[config.mk]
export PLATFORM = sky130hd
export DESIGN_NAME = digit_scanner_flat
export DESIGN_NICKNAME = d
export VERILOG_FILES = /design/src/rtl/hex_pkg.sv /design/src/rtl/digit_scanner_if.sv /design/src/rtl/digit_scanner_scan_timer.sv /design/src/rtl/digit_scanner.sv /design/src/flat_wrapper.sv
export SDC_FILE = /design/constraint.sdc
export NUM_CORES = 1
export LEC_CHECK = 0
export BUFFER_PORTS_ARGS = -buffer_cell sky130_fd_sc_hd__buf_2
export CORE_UTILIZATION = 45
export CTS_CLUSTER_SIZE = 12
export DETAILED_ROUTE_END_ITERATION = 10
export GPL_ROUTABILITY_DRIVEN = 0
export PLACE_DENSITY = 0.75
export SYNTH_ARGS = -nofsm -noshare
export SYNTH_HDL_FRONTEND = slang
export SYNTH_SLANG_ARGS = --single-unit
export TNS_END_PERCENT = 10
[constraint.sdc]
create_clock -name clk -period 2.5 [get_ports clk]
set_input_delay 0.25 -clock clk [delete_from_list [all_inputs] [get_ports clk]]
set_output_delay 0.25 -clock clk [all_outputs]
set_load 0.05 [all_outputs]
[src/rtl/hex_pkg.sv]
// Shared constants and helpers for the hex display path.
package hex_pkg;

    localparam int DISP_W   = 16;
    localparam int NIBBLE_W = 4;

    localparam logic [3:0] SEL_D3 = 4'b1000;
    localparam logic [3:0] SEL_D2 = 4'b0100;
    localparam logic [3:0] SEL_D1 = 4'b0010;
    localparam logic [3:0] SEL_D0 = 4'b0001;

    // Bit position of a one-hot select (1000 -> 3 ... 0001 -> 0).
    function automatic logic [1:0] sel_index(input logic [3:0] sel);
        logic [1:0] idx;
        case (sel)
            SEL_D2:  idx = 2'd2;
            SEL_D1:  idx = 2'd1;
            SEL_D0:  idx = 2'd0;
            default: idx = 2'd3;
        endcase
        return idx;
    endfunction

    // Next digit to the right, wrapping 0001 back to 1000.
    function automatic logic [3:0] rotate_sel(input logic [3:0] sel);
        return {sel[0], sel[3:1]};
    endfunction

endpackage

[src/rtl/digit_scanner_if.sv]
// Word-input handshake plus the (select, data) display bus.
interface digit_scanner_if;
    import hex_pkg::*;

    logic [DISP_W-1:0] in_data;
    logic              in_valid;
    logic              in_ready;
    logic [3:0]        digit_en;
    logic [3:0]        select;
    logic [DISP_W-1:0] data;
    logic              blank;
    logic              frame_start;

    // Producer of display words and digit enables.
    modport master (
        output in_data, in_valid, digit_en,
        input  in_ready, select, data, blank, frame_start
    );

    // The scanner itself.
    modport slave (
        input  in_data, in_valid, digit_en,
        output in_ready, select, data, blank, frame_start
    );

endinterface

[src/rtl/digit_scanner_scan_timer.sv]
// Slot timer: counts clocks within a digit slot and flags the blanking window.
module scan_timer #(
    parameter int DIGIT_CYCLES = 16384,
    parameter int BLANK_CYCLES = 64
) (
    input  logic clk,
    input  logic rst,
    output logic slot_end,   // counter is on the last clock of the slot
    output logic in_blank    // next-state counter falls inside the blanking window
);

    localparam int CW = $clog2(DIGIT_CYCLES);
    localparam logic [CW-1:0] LAST  = CW'(DIGIT_CYCLES - 1);
    localparam logic [CW-1:0] BLANK = CW'(BLANK_CYCLES);

    logic [CW-1:0] count;
    logic [CW-1:0] count_next;

    // Next counter value and the flags derived from it.
    always_comb begin
        // NOTE: every output of a combinational block gets a default first, so no path infers a latch.
        slot_end   = 1'b0;
        count_next = count + 1'b1;
        if (count == LAST) begin
            slot_end   = 1'b1;
            count_next = '0;
        end
        in_blank = (count_next < BLANK);
    end

    // Slot counter register.
    always_ff @(posedge clk) begin
        // NOTE: sequential state uses non-blocking assignment so each register samples pre-edge values.
        if (rst) count <= '0;
        else     count <= count_next;
    end

endmodule

[src/rtl/digit_scanner.sv]
// Four-digit scanner: rotates the select, blanks during slot start, and commits
// new display words only at frame boundaries so the display never tears.
module digit_scanner
    import hex_pkg::*;
#(
    parameter int DIGIT_CYCLES = 16384,
    parameter int BLANK_CYCLES = 64
) (
    input  logic           clk,
    input  logic           rst,
    digit_scanner_if.slave bus
);

    logic              slot_end;
    logic              in_blank;

    logic [3:0]        sel_q;
    logic [3:0]        sel_next;
    logic [DISP_W-1:0] data_q;
    logic [DISP_W-1:0] pend_q;
    logic              pend_full;
    logic              ready_q;
    logic              blank_q;
    logic              fs_q;

    logic              wrap;
    logic              accept;
    logic              commit;
    logic              blank_next;

    scan_timer #(
        .DIGIT_CYCLES (DIGIT_CYCLES),
        .BLANK_CYCLES (BLANK_CYCLES)
    ) u_timer (
        .clk      (clk),
        .rst      (rst),
        .slot_end (slot_end),
        .in_blank (in_blank)
    );

    // Next select, frame wrap, handshake and blanking decisions.
    always_comb begin
        sel_next   = slot_end ? rotate_sel(sel_q) : sel_q;
        wrap       = slot_end && (sel_q == SEL_D0);
        accept     = bus.in_valid && ready_q;
        commit     = wrap && pend_full;
        blank_next = in_blank || !bus.digit_en[sel_index(sel_next)];
    end

    // Select rotation, blanking and frame pulse.
    always_ff @(posedge clk) begin
        if (rst) begin
            sel_q   <= SEL_D3;
            blank_q <= 1'b1;
            fs_q    <= 1'b0;
        end else begin
            sel_q   <= sel_next;
            blank_q <= blank_next;
            fs_q    <= wrap;
        end
    end

    // Pending buffer, commit at frame wrap, and input ready.
    always_ff @(posedge clk) begin
        if (rst) begin
            data_q    <= '0;
            pend_full <= 1'b0;
            ready_q   <= 1'b1;
        end else begin
            if (accept) begin
                pend_full <= 1'b1;
                ready_q   <= 1'b0;
            end else begin
                // Ready returns one cycle after the buffer drains.
                ready_q <= !pend_full;
                if (commit) begin
                    data_q    <= pend_q;
                    pend_full <= 1'b0;
                end
            end
        end
    end

    // Pending word storage.
    always_ff @(posedge clk) begin
        // NOTE: the word register has no reset; pend_full guards it, so a stale value is never committed.
        if (accept) pend_q <= bus.in_data;
    end

    assign bus.select      = sel_q;
    assign bus.data        = data_q;
    assign bus.blank       = blank_q;
    assign bus.in_ready    = ready_q;
    assign bus.frame_start = fs_q;

endmodule

[src/flat_wrapper.sv]
// flat-port wrapper written by rule: the top's interface ports become plain ports
module digit_scanner_flat import hex_pkg::*;
#(
    parameter int DIGIT_CYCLES = 16384,
    parameter int BLANK_CYCLES = 64
)
  (clk, rst, bus_in_data, bus_in_valid, bus_digit_en, bus_in_ready, bus_select, bus_data, bus_blank, bus_frame_start);
  digit_scanner_if bus_i ();
  input  logic clk;
  input  logic rst;
  input wire logic [$bits(bus_i.in_data)-1:0] bus_in_data;
  input wire logic [$bits(bus_i.in_valid)-1:0] bus_in_valid;
  input wire logic [$bits(bus_i.digit_en)-1:0] bus_digit_en;
  output wire logic [$bits(bus_i.in_ready)-1:0] bus_in_ready;
  output wire logic [$bits(bus_i.select)-1:0] bus_select;
  output wire logic [$bits(bus_i.data)-1:0] bus_data;
  output wire logic [$bits(bus_i.blank)-1:0] bus_blank;
  output wire logic [$bits(bus_i.frame_start)-1:0] bus_frame_start;
  assign bus_i.in_data = bus_in_data;
  assign bus_i.in_valid = bus_in_valid;
  assign bus_i.digit_en = bus_digit_en;
  assign bus_in_ready = bus_i.in_ready;
  assign bus_select = bus_i.select;
  assign bus_data = bus_i.data;
  assign bus_blank = bus_i.blank;
  assign bus_frame_start = bus_i.frame_start;
  digit_scanner #(.DIGIT_CYCLES(DIGIT_CYCLES), .BLANK_CYCLES(BLANK_CYCLES)) u_core (.clk(clk), .rst(rst), .bus(bus_i));
endmodule
Yosys cells after proc, flatten, opt, wreduce, memory -nomap -nowiden
Index checks and enable logic that the tools add are counted.
{"block": "word_totals", "elab_cells": 34, "latchBits": 0, "ram_bits": 0, "register_bits": 54, "romBits": 0, "n_memories": 0}
{"block": "op_classes", "reduce_logical": 8, "muxes": 9, "bitwise": 1, "addsub": 1, "shift": 0, "n_lt_le_gt_ge": 2, "mul": 0, "div_mod_pow": 0, "n_eq_ne": 5}
{"op": "14-bit by 1-bit adder with 14-bit output, second input constant", "count": 1}
{"op": "14-bit equality test, second input constant", "count": 1}
{"op": "14-bit by 7-bit < comparator with 1-bit output, second input constant", "count": 1}
{"op": "14-bit 2-to-1 mux", "count": 1}
{"op": "4-bit by 1-bit equality test with 1-bit output, second input constant", "count": 2}
{"op": "2-bit case mux with 3 select lines", "count": 1}
{"op": "1-bit 2-to-1 mux", "count": 5}
{"op": "4-bit by 2-bit equality test with 1-bit output, second input constant", "count": 1}
{"op": "4-bit by 3-bit equality test with 1-bit output, second input constant", "count": 1}
{"op": "4-bit 2-to-1 mux", "count": 1}
{"op": "1-bit logical AND", "count": 3}
{"op": "2-bit by 3-bit < comparator with 1-bit output, second input constant", "count": 1}
{"op": "1-bit binary-select mux with 2-bit select", "count": 1}
{"op": "1-bit logical NOT", "count": 2}
{"op": "2-bit AND reduction", "count": 1}
{"op": "2-bit nonzero test", "count": 1}
{"op": "1-bit logical OR", "count": 1}
{"op": "1-bit inverter", "count": 1}

Logic depth before layout (Yosys ltp)
Gate-level depths: netlist of run 1.
{"block": "depth", "ltp_word": 9, "ltp_mapped": 9}

By module
From an unflattened synthesis of run 1, not the netlist that was laid out.
{"block": "unflattened", "cells_unflattened": 196, "hier_area_um2": 2219.6}
{"mod": "digit_scanner", "instances": 1, "area_each_um2": 1522.7, "cells_per_inst": 120}
{"mod": "scan_timer", "instances": 1, "area_each_um2": 696.9, "cells_per_inst": 76}

Worst setup path before layout of run 1
OpenSTA, ideal clock, no wires.
{"block": "synth_timing", "kind": "reg-to-reg", "from": "reg u_core.ready_q, in the netlist u_core.bus.in_ready", "to": "reg u_core.data_q[10], in the netlist u_core.bus.data[10]", "path_buffers": 2, "arrival_ps": 1920, "stages_incl_launch_ff": 7, "required_time_ps": 2372, "path_slack_ps": 452, "path_cell_list": "dfxtp_1 > and2_1 > nand4b_4 > buf_6 > buf_12 > mux2i_1 > nor2_1"}
{"block": "synth_via", "elab_chain_len": 3}
{"element": "from (decl)", "line_no": "digit_scanner.sv:22", "rtl": "logic ready_q;"}
{"element": "from (signal assigned)", "line_no": "digit_scanner.sv:75", "rtl": "ready_q <= !pend_full;"}
{"element": "1-bit logical AND", "line_no": "digit_scanner.sv:45", "rtl": "accept = bus.in_valid && ready_q;"}
{"element": "via u_core.accept", "line_no": "digit_scanner.sv:27", "rtl": "logic accept;"}
{"element": "1-bit inverter (no source line)"}
{"element": "2-bit AND reduction (no source line)"}
{"element": "to (signal assigned)", "line_no": "digit_scanner.sv:77", "rtl": "data_q <= pend_q;"}
{"element": "to (decl)", "line_no": "digit_scanner.sv:19", "rtl": "logic [DISP_W-1:0] data_q;"}
The timed path passes the listed nets, and every way through them passes these cells.
A chain may end at the register's enable or synchronous reset.

Worst setup path in the final report of run 1
{"block": "layout_timing", "from": "reg u_core.u_timer.count[0]", "to": "reg u_core.data_q[2], in the netlist u_core.bus.data[2]"}
{"block": "layout_via", "elab_chain_len": 5}
{"element": "from (decl)", "line_no": "digit_scanner_scan_timer.sv:16", "rtl": "logic [CW-1:0] count;"}
{"element": "from (signal assigned)", "line_no": "digit_scanner_scan_timer.sv:35", "rtl": "else count <= count_next;"}
{"element": "14-bit equality test", "line_no": "digit_scanner_scan_timer.sv:24", "rtl": "if (count == LAST) begin"}
{"element": "1-bit 2-to-1 mux", "line_no": "digit_scanner_scan_timer.sv:24"}
{"element": "1-bit logical AND", "line_no": "digit_scanner.sv:44", "rtl": "wrap = slot_end && (sel_q == SEL_D0);"}
{"element": "1-bit logical AND", "line_no": "digit_scanner.sv:46", "rtl": "commit = wrap && pend_full;"}
{"element": "2-bit AND reduction (no source line)"}
Every way passes these cells.

==> metrics, run 1 <==
status=complete, no violations; P&R area growth vs syn=16.1%; post_cts resized=0; R2R depth=7; arrival time worst endpoint=2210 ps; Hold Vio Cnt, Final=0; register area share after synthesis=55.4%; Hold Crit Start=bus_in_data[8]; diode count=0; hold depth=1; f_max=0.493 GHz; Final setup viols=0; dpl ws=455 ps; hold buffer count at cts=0; Hold Path End=u_core.pend_q[8]; Flop pwr share=62.0%; PnR worst setup slack=474 ps; setup TNS=0 ps; total power=1.51 mW; Slew @ Worst Pin=559 ps; grt ovf=0; Rows=25; fin util=54.8%; DP Area=0.00251 mm^2; GRT Overall Usage=17.2%; crit path capture type=flip-flop; worst path required time=2690 ps; core area=0.00475 mm^2; worst reg2reg path endpoint=u_core.bus.data[2]; fraction of layout cells with a size suffix above 1=24.9%; unrepaired setup endpoints after global routing=no; Clk network pwr share=33.8%; HP Class=input port to flip-flop; Int Power=1.16 mW; Post-route DRC=0; first-pass GRT wire length=6750 um; synthesized net count=240; Via Count=1673; Worst-path clk slew=110 ps; DIE HEIGHT=72.6 um; largest fanout on the critical path=17; post-synthesis async set-or-reset flop share=0%; Vias/cell=5.10; CP Class=flip-flop to flip-flop; skew final=9.94 ps; CTS buffer count=5; die area=0.00527 mm^2; nets@finish=284; CTS max path bufs=2; multi-input logic area=915 um^2; CP Launch Type=flip-flop; Port Buffers=45; final wirelength=4280 um; dpl hpwl=2940 um; Critical R2R Launch=u_core.u_timer.count[0]; Clock H-tree levels=2; leading cell types in the layout, fill and taps excluded=buf_2 (45), nor2_1 (39), dfxtp_1 (38), nand2_1 (19); combinational share of power=4.1%; fin. max-slew vios=0; # clock sinks=54; clock root buffer=clkbuf_8; starting density of the core=47.2%; post-route ant nets=0; maximum VDD drop=0.361 mV; Die X=72.6 um; initial antenna violation count=0; post-route cell area=0.00260 mm^2; postcts setup bufs=0; drt pass-1 iters=4; fill count=444; Tcrit/Tclk final=81.1%; Max transition margin=62.7%; largest net degree at the start of global routing=31; switch share=23.2%; Power Density=580 mW/mm^2; Post-synth EDFFs=16; Tmin final=2030 ps; Ys Warns=0; synthesized area=0.00224 mm^2; Ports=46; Leakage=1.19 nW; TritonCTS clock tree=yes; sw power=350 uW; vias in the first global route=1443; ys flop type=dfxtp_1; Reg2Reg Setup Slack=470 ps; Synth Instances=216; routed length per placed instance=13.1 um; clk_lat worst skew=320 ps; Yosys cell types=44; Max Cap Viol=0; Sequential Area=0.00124 mm^2; DR iter-0 viols=96; commonest non-fill, non-tap cell in the layout=buf_2; number of synthesized register bits=54; Avg Synthesized Cell Area=10.4 um^2
-- cell type report --
| cell class | instances | area share (%) |
|---|---|---|
| Tap cell | 67 | 3.22 |
| Clock inverter | 3 | 1.11 |
| Multi-Input combinational cell | 146 | 35.1 |
| Inverter | 5 | 0.721 |
| Clock buffer | 5 | 2.64 |
| Sequential cell | 54 | 47.7 |
| Timing Repair Buffer | 48 | 9.51 |
-- metrics by stage --
stage | instances | hold WS [ps]
6_report | 328 | 102
5_1_grt | 328 | 87.2
4_1_cts | 328 | 93.5
3_5_place_dp | 320 | 429
3_3_place_gp | 320 | 427
2_1_floorplan | 216 | 349
-- worst max path at each step --
stage	from	endpoint	slack [ps]
after floorplan	u_core.bus.in_ready	u_core.bus.data[10]	450
after global placement	u_core.u_timer.count[0]	u_core.bus.data[15]	510
after detailed placement	u_core.u_timer.count[0]	u_core.bus.data[9]	460
after CTS	u_core.u_timer.count[0]	u_core.bus.data[2]	450
after global routing	u_core.u_timer.count[0]	u_core.bus.data[12]	250
final	u_core.u_timer.count[0]	u_core.bus.data[2]	470
-- flip-flops by register name (all words and copies together) (netlist names) --
| register | cells |
|---|---|
| u_core.bus.frame_start | 1 |
| u_core.bus.select | 4 |
| u_core.bus.in_ready | 1 |
| u_core.u_timer.count | 14 |
| u_core.pend_q | 16 |
| u_core.bus.data | 16 |
| u_core.pend_full | 1 |
| u_core.bus.blank | 1 |
-- kinds of logic after synthesis --
kind of cell	after synthesis	synth area share, %
and+or+nand+nor	91	20.7
DFF	54	55.4
AOI/OAI and AO/OA	27	8.09
buffers and inverters	16	3.85
muxes	16	7.14
xor gates and xnor gates	11	4.30
adders and majority gates	1	0.558
-- Yosys cell counts, types with 4 or more instances --
cell / number / area (um^2)
dfxtp_1: 38 / 761
edfxtp_1: 16 / 480
xor2_1: 7 / 61.3
nor2_1: 39 / 146
inv_1: 5 / 18.8
a21oi_1: 6 / 30.0
mux2i_1: 16 / 160
xnor2_1: 4 / 35.0
nand2_1: 19 / 71.3
clkbuf_1: 7 / 26.3
o21ai_0: 4 / 20.0
nand3_1: 7 / 35.0
-- worst max-delay path, cell delays in order (launching register included) --
cell	delay [ps]
dfxtp_1	360
ha_1	240
nand4_1	140
or2_4	300
nor2_8	170
nand4b_4	360
mux2i_1	270
nor2_1	60
-- layer usage --
layer | vias up | GRT usage (%) | routed length, um | share of wire, %
met1 | 760 | 23.2 | 1990 | 46
met2 | 68 | 26.4 | 1910 | 45
li1 | 837 | - | - | -
met3 | 8 | 3.87 | 305 | 7.1
met4 | 0 | 7.84 | 84 | 2.0
met5 | - | 0 | 0 | 0
-- power groups by stage --
stage               combinational, mW  clock [mW]  sequential [mW]
finish                         0.0624       0.511            0.937
global route                   0.0686       0.565            0.939
global placement               0.0614           0            0.955
CTS                            0.0628       0.531            0.937
floorplan                      0.0274           0            0.959
detailed placement             0.0628           0            0.957
(Power assumes the default switching activity.)
==> inputs of run 2 (changes only) <==
--- a/config.mk
+++ b/config.mk
@@ -5,12 +5,13 @@
 export SDC_FILE = /design/constraint.sdc
 export NUM_CORES = 1
 export LEC_CHECK = 0
+export ABC_AREA = 1
 export BUFFER_PORTS_ARGS = -buffer_cell sky130_fd_sc_hd__buf_2
 export CORE_UTILIZATION = 45
 export CTS_CLUSTER_SIZE = 12
 export DETAILED_ROUTE_END_ITERATION = 10
 export GPL_ROUTABILITY_DRIVEN = 0
-export PLACE_DENSITY = 0.75
+export PLACE_DENSITY = 0.77
 export SYNTH_ARGS = -nofsm -noshare
 export SYNTH_HDL_FRONTEND = slang
 export SYNTH_SLANG_ARGS = --single-unit
==> constraint.sdc (replaced) <==
create_clock -name clk -period 1.65 [get_ports clk]
set_input_delay 0.165 -clock clk [delete_from_list [all_inputs] [get_ports clk]]
set_output_delay 0.165 -clock clk [all_outputs]
set_load 0.05 [all_outputs]
==> run 2 against run 1 <==
Net effect:
- the run now ends with negative setup slack left
- combinational power is 79% higher
- sequential power is 52% higher
- critical endpoint is now u_core.bus.blank
- first-iteration DRC count is 5.2% lower
- clock skew hardly changed
- routed wire length is 4.7% higher
==> metrics, run 2 <==
status=finished, violations left; failing checks=negative setup slack; hold depth=1 (unchanged); Slew @ Worst Pin=380 ps (-179 ps); fill count=397 (-11%); multi-input logic area=940 um^2 (+2.7%); # clock sinks=54 (unchanged); post-route ant nets=0 (unchanged); Critical R2R Launch=u_core.u_timer.count[0]; PnR worst setup slack=-29.3 ps (-503 ps); Ys Warns=0 (unchanged); Power Density=755 mW/mm^2 (+30%); Port Buffers=45 (unchanged); drt pass-1 iters=4 (unchanged); P&R area growth vs syn=28.9%; synthesized net count=283 (+18%); total power=2.26 mW (+50%); Leakage=1.36 nW (+14%); Clock H-tree levels=2 (unchanged); diode count=0 (unchanged); crit path capture type=flip-flop; starting density of the core=47.8% (+0.69 points); CTS buffer count=5 (unchanged); fraction of layout cells with a size suffix above 1=39.0% (+14 points); Worst-path clk slew=100 ps (about the same); DP Area=0.00278 mm^2 (+11%); Crit path top cell by count=nand2_1; Yosys cell types=30 (-32%); Post-synth EDFFs=16 (unchanged); clk_lat worst skew=310 ps (about the same); DR iter-0 viols=91 (-5.2%); Ports=46 (unchanged); vias in the first global route=1752 (+21%); DIE HEIGHT=73.8 um (+1.7%); first-pass GRT wire length=7180 um (+6.4%); die area=0.00545 mm^2 (+3.4%); R2R depth=13 (+6); Tmin final=1680 ps (-347 ps); Tcrit/Tclk final=102% (+21 points); worst reg2reg path endpoint=u_core.bus.blank; Post-synth top cells=nand2_1 (53), inv_1 (40), dfxtp_1 (38); fin. max-slew vios=0 (unchanged); CP Launch Type=flip-flop; largest cells by area after synthesis=dfxtp_1 (33%), edfxtp_1 (21%), nand2_1 (8.6%), inv_1 (6.5%), o21a_1 (5.2%); worst setup path start=u_core.u_timer.count[0]; initial antenna violation count=0 (unchanged); WL met1=2090 um (+5.0%); Max transition margin=74.7% (+12 points); Die X=73.8 um (+1.7%); arrival time worst endpoint=1890 ps (-320 ps); top layer in use=met4; GRT Overall Usage=17.2% (+0.024 points); unrepaired setup endpoints after global routing=yes; maximum VDD drop=0.297 mV (-18%); final wirelength=4490 um (+4.7%); hold slack final=21.9 ps (-80.3 ps); Yosys top cell area share=32.8% (-1.1 points); Synth Instances=259 (+20%); Post-route DRC=0 (unchanged); Hold Vio Cnt, Final=0 (unchanged); CTS max path bufs=2 (unchanged); post-route cell area=0.00299 mm^2 (+15%); skew final=9.45 ps (-0.496 ps); Hold Path End=u_core.pend_q[0]; met3 WL=188 um (-38%); ys flop type=dfxtp_1; core area=0.00485 mm^2 (+2.0%); crit path cell chain=ha_4, nand3_4, nor2_4, nand2_2, buf_6, nand2_1, nand2_2, nand2_1, nand3_1, inv_2, nand3_1, nand2_1, nand2_1; largest net degree at the start of global routing=27 (-13%); max incr delay on CP=370 ps (about the same); Reg2Reg Setup Slack=-30 ps (-500 ps); HP Class=input port to flip-flop; Via Count=1892 (+13%); commonest non-fill, non-tap cell in the layout=buf_2; Avg Synthesized Cell Area=8.96 um^2 (-14%); Sequential Area=0.00125 mm^2 (+0.71%); grt ovf=0 (unchanged); Final setup viols=1 (+1); f_max=0.596 GHz (+21%); Largest delay share family, worst path=simple AND/OR/NAND/NOR gates; Worst Path Buf+Inv=2 (+2); post-synthesis async set-or-reset flop share=0% (unchanged); Worst path slowest cell=dfxtp_4; leading cell types in the layout, fill and taps excluded=buf_2 (45), nand2_1 (42), inv_1 (40), dfxtp_1 (33), buf_4 (21); register area share after synthesis=53.5% (-1.9 points); clock root buffer=clkbuf_8; WP depth=13 (+6); dpl hpwl=3140 um (+6.8%); hold buffer count at cts=0 (unchanged); Rows=25 (unchanged); nets@finish=354 (+25%); TritonCTS clock tree=yes; routed wl met2=2140 um (+12%); Max Cap Viol=0 (unchanged); Hold Crit Start=bus_in_data[0]; largest fanout on the critical path=5 (-12); number of synthesized register bits=54 (unchanged); Synth area leader=dfxtp_1; count leader, synth=nand2_1; synthesized area=0.00232 mm^2 (+3.5%); Vias/cell=4.75 (-6.8%); worst path required time=1860 ps (-830 ps); routed length per placed instance=11.3 um (-14%); CP Class=flip-flop to flip-flop
[run 2: routing by layer]
metal	global-route usage (%)	vias up
met5	0	-
li1	-	970
met3	3.43	8
met4	8.55	0
met2	29.8	46
met1	20.2	868
[run 2: where the power goes]
part | internal (mW) | total [mW] | switching (mW)
sequential | 1.40 | 1.42 | 0.0173
clock | 0.299 | 0.725 | 0.426
combinational | 0.0471 | 0.112 | 0.0647
total | 1.75 | 2.26 | 0.507
[run 2: logic make-up (layout without fill, tap and decap cells)]
kind of cell	after synthesis	in the layout	synth area share (%)
flops	54	54	53.5
simple gates	112	112	22.7
fa+ha+maj	1	1	0.539
buf+inv	52	124	9.87
compound gates	36	36	11.9
xor+xnor	4	4	1.51
[run 2: layout make-up]
| cell class | count | area share (%) |
|---|---|---|
| flip-flops and latches | 54 | 41.8 |
| inverters | 44 | 5.57 |
| well taps | 67 | 2.80 |
| clock inverters | 3 | 0.712 |
| repair buffers | 72 | 15.4 |
| clock buffers | 5 | 2.30 |
| multi-input cells | 153 | 31.4 |
[run 2: how the worst max path moves through the flow]
stage	endpoint	slack (ps)
2_1_floorplan	u_core.bus.data[3]	-20
3_3_place_gp	u_core.bus.blank	-40
3_5_place_dp	u_core.bus.blank	-70
4_1_cts	u_core.bus.data[2]	-60
5_1_grt	u_core.bus.blank	-120
6_report	u_core.bus.blank	-30
[run 2: what timing repair did]
item                       4_1_cts  5_1_grt
setup buffers                    1        2
pin swaps                        2       20
setup endpoints to repair       17       19
hold endpoints to repair         0        0
resized for setup                7       26
[run 2: metrics by stage]
stage / instances / worst slack [ps] / TNS, ps / utilization, %
5_1_grt: 398 / -124 / -1170 / 61.7
3_3_place_gp: 388 / -41.0 / -41.0 / 57.3
6_report: 398 / -29.3 / -29.3 / 61.7
2_1_floorplan: 259 / -16.4 / -158 / -
4_1_cts: 397 / -55.9 / -734 / 59.8
3_5_place_dp: 388 / -68.0 / -443 / 57.3
==> inputs of run 3 (changes only) <==
--- a/config.mk
+++ b/config.mk
@@ -5,13 +5,13 @@
 export SDC_FILE = /design/constraint.sdc
 export NUM_CORES = 1
 export LEC_CHECK = 0
-export ABC_AREA = 1
+export ABC_AREA = 0
 export BUFFER_PORTS_ARGS = -buffer_cell sky130_fd_sc_hd__buf_2
 export CORE_UTILIZATION = 45
 export CTS_CLUSTER_SIZE = 12
 export DETAILED_ROUTE_END_ITERATION = 10
 export GPL_ROUTABILITY_DRIVEN = 0
-export PLACE_DENSITY = 0.77
+export PLACE_DENSITY = 0.68
 export SYNTH_ARGS = -nofsm -noshare
 export SYNTH_HDL_FRONTEND = slang
 export SYNTH_SLANG_ARGS = --single-unit
==> run 3 against run 2 <==
Net effect:
- the run still ends with negative setup slack left
- worst hold slack worse by 3.3 ps
- total power increased by 5.8%
- critical endpoint unchanged
- largest power group unchanged
- critical path type unchanged
- maximum frequency decreased by 5.2%
- sequential power is essentially flat
==> metrics, run 3 (synthesis gave the netlist of run 1 again) <==
skew final=7.95 ps (-1.50 ps); Tmin final=1770 ps (+92.2 ps); Placed Cells=342 (-12%); Flop pwr share=59.4% (-3.6 points); Power Density=833 mW/mm^2 (+10%); first-pass GRT wire length=7470 um (+3.9%); unrepaired setup endpoints after global routing=yes; Rows=25 (unchanged); setup TNS=-531 ps (-502 ps); Ports=46 (unchanged); Worst-path clk slew=100 ps (about the same); Leakage=1.32 nW (-2.8%); crit path cell chain=ha_4, nand4_1, or2_4, or3_1, a21o_1, o311ai_2, o32ai_2; Max Cap Viol=0 (unchanged); P&R area growth vs syn=28.0%; leading cell types in the layout, fill and taps excluded=buf_2 (45), nor2_1 (38), dfxtp_1 (31), buf_4 (25), nand2_1 (18); total power=2.39 mW (+5.8%); fill count=432 (+8.8%); Post-route DRC=0 (unchanged); CP Class=flip-flop to flip-flop; Final setup viols=17 (+16); GRT Overall Usage=18.6% (+1.4 points); R2R depth=7 (-6); # clock sinks=54 (unchanged); dpl ws=-73.9 ps (-5.91 ps); Die X=72.6 um (-1.6%); failing checks=negative setup slack; Layout Cells excl Fill=352 (-12%); status=finished, violations left; CP Launch Type=flip-flop; commonest non-fill, non-tap cell in the layout=buf_2; worst path required time=1850 ps (about the same); grt ovf=0 (unchanged); crit path capture type=flip-flop; fin. max-slew vios=0 (unchanged); Hold Vio Cnt, Final=0 (unchanged); CTS max path bufs=2 (unchanged); diode count=0 (unchanged); nets@finish=308 (-13%); switch share=22.5% (about the same); sw power=537 uW (+5.9%); hold slack final=18.5 ps (-3.33 ps); drt pass-1 iters=4 (unchanged); dpl hpwl=3280 um (+4.7%); combinational share of power=4.5% (-0.4 points); clk_lat worst skew=310 ps (about the same); initial antenna violation count=0 (unchanged); largest fanout on the critical path=6 (+1); HP Class=input port to flip-flop; Via Count=1739 (-8.1%); Int Power=1.85 mW (+5.8%); core area=0.00475 mm^2 (-1.9%); clock root buffer=clkbuf_8; max incr delay on CP=360 ps (about the same); post-route ant nets=0 (unchanged); Tcrit/Tclk final=107% (+5.6 points); Worst path slowest cell=dfxtp_2; DIE HEIGHT=72.6 um (-1.6%); DR iter-0 viols=111 (+22%); maximum VDD drop=0.328 mV (+11%); Clk network pwr share=36.2% (+4.1 points); Max transition margin=79.3% (+4.6 points); Clock H-tree levels=2 (unchanged); Slew @ Worst Pin=311 ps (-69.5 ps); f_max=0.564 GHz (-5.2%); routed length per placed instance=13.2 um (+17%); starting density of the core=47.2% (-0.69 points); TritonCTS clock tree=yes; Port Buffers=45 (unchanged); CTS buffer count=5 (unchanged); hold depth=1 (unchanged); vias in the first global route=1622 (-7.4%); fraction of layout cells with a size suffix above 1=36.5% (-2.5 points); largest net degree at the start of global routing=19 (-30%); Vias/cell=4.94 (+3.9%); hold buffer count at cts=0 (unchanged); die area=0.00527 mm^2 (-3.3%); arrival time worst endpoint=1970 ps (+80 ps); PnR worst setup slack=-122 ps (-92.2 ps); final wirelength=4640 um (+3.5%)
[run 3: cell count changes in the layout (fill, tap and decap cells not counted), sizes merged, moves of 11 or more]
cell	change
inv	-37
nand2	-36
nand3	-17
nor2	+17
mux2i	+16
o21a	-16
a21oi	-11
[run 3: through the flow]
| step | cell area (um^2) | util, % |
|---|---|---|
| global route | 2870 | 60.4 |
| CTS | 2830 | 59.5 |
| global placement | 2710 | 57.0 |
| floorplan | 2270 | - |
| detailed placement | 2710 | 57.0 |
| finish | 2870 | 60.4 |
[run 3: critical path: cells and delay by family, from the launching register on]
family | cells | cell delay [ps]
simple gates | 3 | 760
fa+ha+maj | 1 | 130
flops | 1 | 360
compound gates | 3 | 390
[run 3: power groups by stage]
stage               Sequential (mW)  Combinational (mW)  Clock (mW)
floorplan                      1.45              0.0450           0
global route                   1.42               0.117       0.933
detailed placement             1.45               0.105           0
finish                         1.42               0.107       0.864
CTS                            1.42               0.106       0.890
global placement               1.45               0.103           0
[run 3: layout make-up]
cell class	count	area, um^2	share of cell area [%]
Tap cell	67	83.8	2.92
Multi-Input combinational cell	146	958	33.4
Sequential cell	54	1250	43.6
Timing Repair Buffer	72	444	15.5
Clock inverter	2	18.8	0.654
Clock buffer	6	93.8	3.27
Inverter	5	18.8	0.654
[run 3: worst paths after layout]
check / slack (ps) / start / endpoint
worst max-delay path: -120 / u_core.u_timer.count[1] / u_core.bus.blank
worst min-delay path: 20 / bus_in_data[0] / u_core.pend_q[0]
worst max register to register: -120 / u_core.u_timer.count[1] / u_core.bus.blank
worst min register to register: 490 / u_core.pend_q[14] / u_core.bus.data[14]
[run 3: repair_timing]
| action | CTS | global route |
|---|---|---|
| gates resized for setup | 1 | 7 |
| setup endpoints to repair | 16 | 26 |
| buffers inserted | 0 | 2 |
| pin swaps | 1 | 4 |
[run 3: routing by layer]
| layer | GRT usage [%] | vias up | wire, um |
|---|---|---|---|
| met5 | 0 | - | 0 |
| met4 | 6.75 | 0 | 64 |
| met3 | 4.56 | 5 | 274 |
| met2 | 30.8 | 52 | 2190 |
| met1 | 23.7 | 803 | 2120 |
| li1 | - | 879 | - |
